$ cat src/rtl/cdc_mux_sync_launcher.sv
// Source-side launcher for the recirculation-mux synchronizer: FIFO-buffered words are held on tx_data under a 4-phase tx_en/ack handshake.
// Optional REQ-phase watchdog with sticky timeout_err is enabled by defining ACK_TIMEOUT_EN.
module cdc_mux_sync_launcher #(
    parameter int DATA_W      = 8,
    parameter int DEPTH       = 4,
    parameter int SYNC_STAGES = 2,
    parameter int TIMEOUT_CYC = 255
) (
    input  logic                     clk1,
    input  logic                     rst_clk1,
    input  logic                     in_valid,
    output logic                     in_ready,
    input  logic [DATA_W-1:0]        in_data,
    output logic [DATA_W-1:0]        tx_data,
    output logic                     tx_en,
    input  logic                     ack_async,
    output logic                     busy,
    output logic [$clog2(DEPTH):0]   fill_level
`ifdef ACK_TIMEOUT_EN
    ,
    output logic                     timeout_err
`endif
);

    localparam int AW = $clog2(DEPTH);
    localparam logic [AW:0] ONE = 1;

    typedef enum logic [1:0] {IDLE, REQ, DROP} state_t;

    state_t                  state_reg;
    logic [AW:0]             wr_ptr_reg;
    logic [AW:0]             rd_ptr_reg;
    logic [AW:0]             fill_level_reg;
    logic [DATA_W-1:0]       mem [DEPTH];
    logic [SYNC_STAGES-1:0]  ack_sync_reg;
    logic [DATA_W-1:0]       tx_data_reg;
    logic                    tx_en_reg;
    logic                    busy_reg;
    logic                    ack_sync;
    logic                    full;
    logic                    empty;
    logic                    push;
    logic                    pop;

    assign full     = (wr_ptr_reg[AW] != rd_ptr_reg[AW]) &&
                      (wr_ptr_reg[AW-1:0] == rd_ptr_reg[AW-1:0]);
    assign empty    = (wr_ptr_reg == rd_ptr_reg);
    assign ack_sync = ack_sync_reg[SYNC_STAGES-1];
    assign push     = in_valid && !full;
    // A launch is the only consumer of FIFO entries.
    assign pop      = (state_reg == IDLE) && !empty && !ack_sync;

    assign in_ready   = !full;
    assign tx_data    = tx_data_reg;
    assign tx_en      = tx_en_reg;
    assign busy       = busy_reg;
    assign fill_level = fill_level_reg;

    always_ff @(posedge clk1) begin
        if (push) begin
            mem[wr_ptr_reg[AW-1:0]] <= in_data;
        end
    end

    always_ff @(posedge clk1 or posedge rst_clk1) begin
        if (rst_clk1) begin
            wr_ptr_reg     <= '0;
            rd_ptr_reg     <= '0;
            fill_level_reg <= '0;
        end else begin
            if (push) begin
                wr_ptr_reg <= wr_ptr_reg + ONE;
            end
            if (pop) begin
                rd_ptr_reg <= rd_ptr_reg + ONE;
            end
            if (push && !pop) begin
                fill_level_reg <= fill_level_reg + ONE;
            end else if (pop && !push) begin
                fill_level_reg <= fill_level_reg - ONE;
            end
        end
    end

    always_ff @(posedge clk1 or posedge rst_clk1) begin
        if (rst_clk1) begin
            ack_sync_reg <= '0;
        end else begin
            ack_sync_reg <= {ack_sync_reg[SYNC_STAGES-2:0], ack_async};
        end
    end

`ifdef ACK_TIMEOUT_EN
    localparam int CW = $clog2(TIMEOUT_CYC + 1);
    logic [CW-1:0] timeout_cnt_reg;
    logic          timeout_err_reg;
    assign timeout_err = timeout_err_reg;
`endif

    always_ff @(posedge clk1 or posedge rst_clk1) begin
        if (rst_clk1) begin
            state_reg   <= IDLE;
            tx_en_reg   <= 1'b0;
            tx_data_reg <= '0;
            busy_reg    <= 1'b0;
`ifdef ACK_TIMEOUT_EN
            timeout_cnt_reg <= '0;
            timeout_err_reg <= 1'b0;
`endif
        end else begin
            case (state_reg)
                IDLE: begin
                    if (pop) begin
                        tx_data_reg <= mem[rd_ptr_reg[AW-1:0]];
                        tx_en_reg   <= 1'b1;
                        busy_reg    <= 1'b1;
                        state_reg   <= REQ;
`ifdef ACK_TIMEOUT_EN
                        timeout_cnt_reg <= '0;
`endif
                    end
                end
                REQ: begin
                    if (ack_sync) begin
                        tx_en_reg <= 1'b0;
                        state_reg <= DROP;
`ifdef ACK_TIMEOUT_EN
                    // The current REQ cycle is the TIMEOUT_CYC-th one: abandon the word.
                    end else if (int'(timeout_cnt_reg) + 1 >= TIMEOUT_CYC) begin
                        tx_en_reg       <= 1'b0;
                        state_reg       <= DROP;
                        timeout_err_reg <= 1'b1;
                    end else begin
                        timeout_cnt_reg <= timeout_cnt_reg + 1'b1;
`endif
                    end
                end
                DROP: begin
                    if (!ack_sync) begin
                        busy_reg  <= 1'b0;
                        state_reg <= IDLE;
                    end
                end
                default: begin
                    state_reg <= IDLE;
                    tx_en_reg <= 1'b0;
                    busy_reg  <= 1'b0;
                end
            endcase
        end
    end

endmodule

$ cat config.mk
export PLATFORM = sky130hd
export DESIGN_NAME = cdc_mux_sync_launcher
export DESIGN_NICKNAME = d
export VERILOG_FILES = /design/src/rtl/cdc_mux_sync_launcher.sv
export SDC_FILE = /design/constraint.sdc
export NUM_CORES = 1
export LEC_CHECK = 0
export CORE_ASPECT_RATIO = 0.8
export CORE_MARGIN = 2
export CORE_UTILIZATION = 37
export CTS_CLUSTER_DIAMETER = 100
export DETAILED_ROUTE_END_ITERATION = 7
export PLACE_DENSITY = 0.6
export SETUP_SLACK_MARGIN = 0.15
export SYNTH_ARGS = -nofsm -noshare
export SYNTH_HDL_FRONTEND = slang
export SYNTH_SLANG_ARGS = --single-unit
$ cat constraint.sdc
create_clock -name clk1 -period 2.5 [get_ports clk1]
set_input_delay 0.375 -clock clk1 [delete_from_list [all_inputs] [get_ports clk1]]
set_output_delay 0.375 -clock clk1 [all_outputs]
set_load 0.01 [all_outputs]
==> results by group <==
Worst setup path
  – Worst path slowest cell: dfrtp_2
  – Crit Path Category: reg -> reg
  – CP Data Required Time: approximately 2700 ps
  – Cell family with most CP delay: XOR/XNOR gates
  – CP Launch Type: flop
  – Crit path DAT: approximately 2500 ps
  – CP Cell Sequence: xor2_4, o31a_4, inv_1, ha_4, inv_1, fa_1, xor2_1, nor2_1, xor2_1
  – Max stage delay on crit path: 460 ps
  – CP Capture Type: flop
  – CP Buf/Inv Count: 2
  – Worst Path Max Fanout: 6

Timing
  – Pins over their slew limit: 0
  – RSZ-0062 raised after global routing: no
  – Worst slew pin tran: approximately 530 ps
  – Setup violators final: 0
  – Clk_skew: roughly 5 ps
  – Crit path time final: between 2000 and 2500 ps
  – Fin crit share: 0.893
  – Setup TNS: 0 ps
  – Max-slew headroom: 0.645
  – Final Hold Fails: 0
  – Max Clock Freq: around 450 MHz

Worst hold path
  – Hold WC Path Type: reg -> reg

Route
  – DR vias: around 1,100
  – DRC: 0
  – Antenna Nets Post-Route: 0
  – Average wire per standard cell: between 10 and 15 µm
  – DR pass1 iterations: 4
  – WL final: ~3.6 mm
  – DRT iter0 DRCs: 43
  – Via density: around 4.6

Synthesis
  – Syn Inst Count: 122
  – Top-area cell type share of the netlist area: 0.428
  – Syn Area/Cell: about 18 µm²
  – Syn_nets: 141
  – Synth area leaders: edfxtp_1 43%, dfrtp_1 26%, mux4_2 8.0%
  – Synth unique cells: 26
  – EDFF count, synth: 32
  – Main flop type after synthesis: edfxtp_1
  – Synth area leader: edfxtp_1
  – Mapped cell area: approximately 2200 µm²
  – #FFs+latches synth: between 50 and 60
  – Asr flop ratio synth: 0.418
  – Post-synthesis sequential area ratio: 0.685
  – Synth warn: 0

Global routing
  – Global-route wire length before repair: between 5 and 6 mm
  – Antenna violations before repair: 0
  – GR Overflow Total: 0
  – Vias in the first global route: ~1,100
  – All-Layer GR Usage: 0.114
  – Pin count of the biggest net entering global routing: 19

Clock network
  – Root Driver: clkbuf_8
  – TritonCTS buffer count: 5
  – Clock H-tree levels: 2
  – Max clock buf depth: 2
  – # clock sinks: 55
  – Worst-path clk slew: about 100 ps
  – Clock Latency Late Sink: ~300 ps
  – Number of hold buffers added after cts: 0
  – TritonCTS clock tree: built

Cells and area
  – Layout cells sized above 1: 0.263
  – Most common cell after layout, fill and taps aside: edfxtp_1
  – Final #Nets: 178
  – Ant. Diodes: 0
  – Area growth from synthesis to layout: 22.8%
  – Fill count: between 500 and 600
  – Flip-flop count of the largest register after layout: 32
  – Non-filler cells, final: around 240
  – Util after Layout: 0.469
  – Most frequent cells in the layout: 32 x edfxtp_1, 25 x clkdlybuf4s50_1, 20 x dfrtp_1

Place
  – Final Wtd Congestion: around 0.70
  – Detailed Place HPWL: ~2.5 mm
  – Placed Cells: roughly 230
  – Number of port buffers: 25

Die
  – Num ports: 26
  – Initial core utilization: 0.382
  – Die height: between 70 and 80 µm
  – Core area: a little under 6000 µm²
  – Rows: 25
  – Die area: 6710 µm²
  – Die W: 91.1 µm

Pwr
  – PD cells: 1250 nW/µm²
  – Peak VDD IR: around 0.00047 V
  – Lkg Pwr: roughly 1.0 nW

Job
  – Max cap viols: 0

Run status
  – Status: completed
## where the power goes
group / internal, W / switching (W) / leakage (nW)
combinational: 0.000807 / 0.000662 / 0.416
clock: 0.000234 / 0.000287 / 0.0533
sequential: 0.00128 / 0.000181 / 0.560
total: 0.00232 / 0.00113 / 1.03
## timing repair
item                                    in CTS  in global routing
endpoints found under the setup margin       0                  1
setup buffers                                0                  2
resized for setup                            0                  6
## kinds of logic after synthesis
logic type / Yosys count / share of synthesized area
flip-flops: 55 / 0.685
adder cells (fa/ha/maj): 7 / 0.0424
AO/OA/AOI/OAI: 7 / 0.0323
multiplexers: 19 / 0.135
AND/OR/NAND/NOR: 11 / 0.0262
XOR/XNOR: 13 / 0.0541
buffers and inverters: 10 / 0.0251
## path summary, 6_finish.rpt
kind	start	endpoint	slack [ps]	depth (start not counted)
worst min register to register	ack_sync_reg[0]	ack_sync_reg[1]	360	0
min in group asynchronous	rst_clk1	ack_sync_reg[0]	400	2
worst max-delay path	rd_ptr_reg[2]	fill_level[2]	270	9
worst min-delay path	ack_sync_reg[0]	ack_sync_reg[1]	360	0
worst max register to register	rd_ptr_reg[2]	fill_level[2]	270	9
max in group asynchronous	rst_clk1	wr_ptr_reg[0]	1520	3
## layout make-up
cell class              count  area (µm²)  area share
flip-flops and latches     55        1540       0.559
multi-input cells          57         676       0.245
repair buffers             33         310       0.113
well taps                  81         101      0.0368
clock buffers               6        82.6      0.0300
inverters                   7        26.3     0.00953
clock inverters             2        20.0     0.00726
## routing by layer
metal  routed length [µm]  global-route usage
met5                    0                   0
met3                  127              0.0308
met4                   34              0.0404
met1                 1580               0.139
met2                 1850               0.200
## cell usage after synthesis (all sizes together), types with 2 or more instances
library cell  count
a31oi             2
inv               7
ha                6
nor2              2
mux4              8
and2              4
xor2              9
xnor2             4
mux2             11
buf               3
edfxtp           32
dfrtp            23
## per-stage QoR
| step | power [W] | hold WS (ps) | worst slack (ps) | area (µm²) |
|---|---|---|---|---|
| finish | 0.00346 | 357 | 268 | 2760 |
| detailed placement | 0.00291 | 337 | 217 | 2610 |
| global placement | 0.00285 | 333 | 332 | 2610 |
| floorplan | 0.00240 | 331 | 288 | 2240 |
| CTS | 0.00343 | 363 | 213 | 2710 |
| global route | 0.00369 | 360 | 158 | 2760 |
(Power assumes the default switching activity.)
